`src/rtl/debayer_frame_sequencer.sv`:
```
// debayer_frame_sequencer: frame-locked Avalon-ST control + video packet sequencer
module debayer_frame_sequencer #(
  parameter int WID = 1920,
  parameter int HEI = 1080,
  parameter int DW  = 24
) (
  input  logic          clk,
  input  logic          rst,
  input  logic          go,
  input  logic [15:0]   width,
  input  logic [15:0]   height,
  input  logic [3:0]    interlacing,
  input  logic [DW-1:0] pix_data,
  input  logic          pix_valid,
  output logic          pix_ready,
  output logic [DW-1:0] source_data,
  output logic          source_valid,
  input  logic          source_ready,
  output logic          source_sop,
  output logic          source_eop,
  output logic          busy,
  output logic          frame_done,
  output logic          cfg_err
);
  typedef enum logic [1:0] {IDLE, CTRL, VHDR, VIDEO} state_t;
  state_t      state_q, state_d;
  logic [15:0] w_q, w_d, h_q, h_d, col_q, col_d, row_q, row_d;
  logic [3:0]  intl_q, intl_d;
  logic [1:0]  beat_q, beat_d;
  logic        cfg_err_q, cfg_err_d;
  logic        xfer, last_col, last_row, start_ok;
  logic [23:0] ctrl_data;
  always_comb begin
    last_col     = col_q == w_q - 16'd1;
    last_row     = row_q == h_q - 16'd1;
    start_ok     = (width != '0) && (height != '0);
    ctrl_data    = beat_q == 2'd0 ? 24'h00000F :
                   beat_q == 2'd1 ? {4'h0, w_q[7:4], 4'h0, w_q[11:8], 4'h0, w_q[15:12]} :
                   beat_q == 2'd2 ? {4'h0, h_q[11:8], 4'h0, h_q[15:12], 4'h0, w_q[3:0]} :
                                    {4'h0, intl_q, 4'h0, h_q[3:0], 4'h0, h_q[7:4]};
    source_valid = state_q == VIDEO ? pix_valid : state_q != IDLE;
    pix_ready    = state_q == VIDEO && source_ready;
    source_data  = state_q == VIDEO ? pix_data : state_q == CTRL ? DW'(ctrl_data) : '0;
    source_sop   = (state_q == CTRL && beat_q == 2'd0) || state_q == VHDR;
    source_eop   = (state_q == CTRL && beat_q == 2'd3) || (state_q == VIDEO && last_col && last_row);
    xfer         = source_valid && source_ready;
    frame_done   = state_q == VIDEO && xfer && source_eop;
    busy         = state_q != IDLE;
    cfg_err      = cfg_err_q;
  end
  always_comb begin
    state_d   = state_q;
    w_d       = w_q;
    h_d       = h_q;
    intl_d    = intl_q;
    beat_d    = beat_q;
    col_d     = col_q;
    row_d     = row_q;
    cfg_err_d = cfg_err_q;
    // A frame start happens from IDLE or directly off the last video beat
    if (go && (state_q == IDLE || frame_done)) begin
      w_d       = width;
      h_d       = height;
      intl_d    = interlacing;
      beat_d    = 2'd0;
      cfg_err_d = !start_ok;
      state_d   = start_ok ? CTRL : IDLE;
    end else if (frame_done) begin
      state_d = IDLE;
    end else if (state_q == CTRL && xfer) begin
      beat_d  = beat_q + 2'd1;
      state_d = beat_q == 2'd3 ? VHDR : CTRL;
    end else if (state_q == VHDR && xfer) begin
      state_d = VIDEO;
      col_d   = '0;
      row_d   = '0;
    end else if (state_q == VIDEO && xfer) begin
      col_d = last_col ? 16'd0 : col_q + 16'd1;
      row_d = last_col ? row_q + 16'd1 : row_q;
    end
  end
  always_ff @(posedge clk) begin
    if (rst) begin
      state_q   <= IDLE;
      w_q       <= 16'(WID);
      h_q       <= 16'(HEI);
      intl_q    <= '0;
      beat_q    <= '0;
      col_q     <= '0;
      row_q     <= '0;
      cfg_err_q <= 1'b0;
    end else begin
      state_q   <= state_d;
      w_q       <= w_d;
      h_q       <= h_d;
      intl_q    <= intl_d;
      beat_q    <= beat_d;
      col_q     <= col_d;
      row_q     <= row_d;
      cfg_err_q <= cfg_err_d;
    end
  end
endmodule

```
`config.mk`:
```
export PLATFORM = sky130hd
export DESIGN_NAME = debayer_frame_sequencer
export DESIGN_NICKNAME = d
export VERILOG_FILES = /design/src/rtl/debayer_frame_sequencer.sv
export SDC_FILE = /design/constraint.sdc
export NUM_CORES = 1
export LEC_CHECK = 0
export CORE_ASPECT_RATIO = 0.7
export CORE_UTILIZATION = 45
export CTS_BUF_LIST = sky130_fd_sc_hd__clkbuf_16
export CTS_CLUSTER_DIAMETER = 60
export CTS_CLUSTER_SIZE = 10
export DETAILED_ROUTE_END_ITERATION = 16
export PLACE_DENSITY = 0.71
export SLEW_MARGIN = 20
export SYNTH_ARGS = -nofsm -noshare
export SYNTH_HDL_FRONTEND = slang
export SYNTH_SLANG_ARGS = --single-unit
```
`constraint.sdc`:
```
create_clock -name clk -period 4.1 [get_ports clk]
set_input_delay 0.82 -clock clk [delete_from_list [all_inputs] [get_ports clk]]
set_output_delay 0.82 -clock clk [all_outputs]
set_load 0.005 [all_outputs]
```
==> flow_metrics.py <==
metrics = {
    "outcome": {
        "status": "finished, final reports clean",
    },
    "floorplan": {
        "die_area_um2": 11500,
        "fp.dieW_um": 128,
        "coreArea_um2": 10600,
        "pin_count": 96,
        "die_h_um": 89.9,
        "placement_rows": 31,
        "initial_utilization_pct": 47.1,
    },
    "worst_setup_path": {
        "end_kind": "output port",
        "cp_max_fo": 6,
        "crit-reg2reg-launch": "h_q[0]",
        "worstSetupStartpoint": "h_q[0]",
        "cpMostUsedCell": "a21o_1",
        "cp_slowest_cell": "or4_4",
        "ff2ff_setup_slack_ns": 0.20,
        "max_stage_delay_ns": 0.56,
        "path_cells": "buf_4 -> or4_4 -> or3_4 -> or4_1 -> a21o_1 -> nand4_1 -> nor4_2 -> a21o_1 -> dlygate4sd2_1",
        "worstSetupPathType": "flop to output port",
        "arrival_ns": 3.08,
        "required_ns": 3.28,
        "reg2regPathDepth": 12,
        "r2r-end": "col_q[11]",
        "cp-start-kind": "flop",
    },
    "sta": {
        "finClkSkew_ns": 0.00579,
        "tightest_slew_ns": 0.804,
        "setup_viol": 0,
        "rsz0062_at_grt": "no",
        "finalCritPeriodShare_pct": 95.2,
        "max_slew_margin_pct": 46.2,
        "min_period_ns": 3.90,
        "fmax_mhz": 256,
        "finalSetupTns_ns": 0,
        "timing_hold_violations_final": 0,
        "slew_violations": 0,
    },
    "cells_and_area": {
        "post-route-cell-area_um2": 6500,
        "utilization_pct": 61.6,
        "area_delta_synth_final_pct": 30.7,
        "num_antenna_cells": 0,
        "fin_cells": 856,
        "drive_gt1_share_pct": 8.76,
        "nNetsFinal": 776,
    },
    "synthesis": {
        "synth-seq-area-share_pct": 29.4,
        "postSynthCellCount": 622,
        "synth_ff_type": "dfxtp_1",
        "syn_area_per_cell_um2": 7.99,
        "synth_top_cell_area_share_pct": 29.4,
        "ys_top_cells_by_count": "77 x nor2_1, 73 x dfxtp_1, 46 x mux2i_1",
        "synth_cell_type_count": 62,
        "yosysMostFrequentCell": "nor2_1",
        "async_flop_share_pct": 0,
        "synth_area_um2": 4970,
        "yosysWarningCount": 0,
        "synthesis.nets": 695,
        "synth-seq-cells": 73,
        "yosysTopAreaCell": "dfxtp_1",
        "synth_area_leaders": "dfxtp_1 29%, mux2i_1 9.3%, xnor2_1 6.9%",
        "synth_edf_count": 0,
    },
    "drt": {
        "vias": 5085,
        "drt-total-wl_um": 15600,
        "drt-initial-drc-count": 395,
        "first_pass_iters": 4,
        "wl_per_cell_um": 18.2,
        "antenna_left": 0,
        "route.detailed.drc": 0,
        "avgViaCountPerCell": 5.94,
    },
    "worst_hold_path": {
        "hold_path_end": "row_q[15]",
        "hold_depth": 2,
        "holdCritPathClass": "flop to flop",
        "hp-start": "row_q[15]",
    },
    "placement": {
        "dpl_cell_area_um2": 6070,
        "port-buffer-count": 95,
        "gp_congestion": 0.884,
        "placed_cells": 838,
        "dp_hpwl_um": 11900,
    },
    "global_routing": {
        "antenna_found_initial": 0,
        "grt-ovfl-total": 0,
        "grt_pass1_vias": 4701,
        "grt_use_total_pct": 27.7,
        "grt_max_degree": 44,
        "grt_first_pass_wirelength_um": 24900,
    },
    "clock_network": {
        "clock-sinks": 73,
        "cts_root_buffer": "clkbuf_16",
        "max-clock-path-buffers": 2,
        "cts_tree": "yes",
        "cts-buffers-inserted": 9,
        "clk_pin_slew_ns": 0.06,
        "cts_max_level": 3,
        "clock_latency_ns": 0.34,
    },
    "power": {
        "peakVddDrop_v": 0.000191,
        "cellPowerDensity_nw_per_um2": 312,
        "p_leak_nw": 2.33,
    },
    "flow_run": {
        "maxCapViolations": 0,
    },
}
[layout by cell type (no fill, tap or decap), types with 3 or more instances in the layout]
cell / netlist / routed
ha_1: 8 / 6
or3_1: 6 / 5
nor3_1: 15 / 15
nor2_1: 77 / 76
nand4_1: 17 / 17
bufinv_16: 0 / 3
nor2b_1: 10 / 10
and3_1: 16 / 16
o211ai_1: 3 / 3
o21ai_0: 23 / 23
or4_1: 15 / 14
and2_1: 13 / 13
nand3_1: 18 / 18
dfxtp_1: 73 / 73
xor2_1: 13 / 13
xnor2_1: 39 / 39
mux2i_1: 46 / 46
a31oi_1: 7 / 7
or4_4: 2 / 3
a21oi_1: 26 / 26
nand2_1: 33 / 33
buf_4: 2 / 19
nor4_1: 22 / 19
a211o_1: 8 / 8
clkinv_1: 1 / 3
o31ai_1: 12 / 12
a22oi_1: 9 / 9
clkdlybuf4s50_1: 0 / 93
clkbuf_16: 0 / 9
a21o_1: 3 / 3
inv_1: 16 / 16
nor4b_1: 5 / 4
nor4_4: 1 / 3
[how the worst max path moves through the flow]
stage                       to  slack (ns)  cells past startpoint
detailed placement  frame_done        0.19                      9
finish              source_eop        0.20                      9
CTS                  col_q[11]        0.16                     12
global route         col_q[11]       0.009                     12
global placement    frame_done        0.24                      9
floorplan           frame_done        0.43                     10
[cell families after synthesis]
| family | after synthesis | share of synthesized area [%] |
|---|---|---|
| AND/OR/NAND/NOR | 269 | 29.5 |
| AO/OA/AOI/OAI | 110 | 14.7 |
| flip-flops | 73 | 29.4 |
| buffers and inverters | 62 | 5.41 |
| XOR/XNOR | 52 | 9.16 |
| multiplexers | 48 | 9.72 |
| adder cells (fa/ha/maj) | 8 | 2.01 |
[where the power goes]
| group | switching (W) | total [W] | internal (W) |
|---|---|---|---|
| clock | 0.000303 | 0.000890 | 0.000588 |
| sequential | 0.0000440 | 0.000780 | 0.000736 |
| combinational | 0.000175 | 0.000354 | 0.000179 |
| total | 0.000522 | 0.00203 | 0.00150 |
[area by class of cell]
| class | count | area (µm²) |
|---|---|---|
| Clock buffer | 9 | 225 |
| Clock inverter | 7 | 109 |
| Fill cell | 945 | 4050 |
| Inverter | 17 | 67.6 |
| Multi-Input combinational cell | 487 | 3340 |
| Sequential cell | 73 | 1460 |
| Tap cell | 148 | 185 |
| Timing Repair Buffer | 115 | 1110 |
[layer usage]
layer	GRT usage (%)	routed length [µm]	up-vias
met5	0	0	-
li1	-	-	2440
met3	5.42	865	27
met4	6.67	211	0
met1	41.0	7730	2460
met2	41.0	6780	158
[critical path: cells and delay by family, from the launching register on]
| family | cells | cell delay, ns |
|---|---|---|
| DFF | 1 | 0.31 |
| AOI/OAI and AO/OA | 2 | 0.33 |
| buffers and inverters | 2 | 0.42 |
| and+or+nand+nor | 5 | 1.68 |
[through the flow]
step	power, W	hold slack [ns]	setup slack [ns]
after floorplan	0.000985	0.463	0.433
after global placement	0.00113	0.473	0.238
after detailed placement	0.00113	0.487	0.189
after CTS	0.00203	0.501	0.160
after global routing	0.00209	0.530	0.00950
final	0.00203	0.505	0.197
[what timing repair did]
item | 4_1_cts | 5_1_grt
hold endpoints to repair | 0 | 0
pin swaps | 5 | 0
resized for setup | 16 | 2
buffers inserted | 2 | 0
cloned | 0 | 0
endpoints found under the setup margin | 2 | 12
hold buffers | 0 | 0
[sequential cells by signal, indices dropped and copies added, names as in the netlist]
register and flops:
col_q 16, h_q 16, row_q 16, w_q 16, intl_q 4, beat_q 2
state_q 2, cfg_err 1
Note: power is estimated with default switching activity, not from simulation.
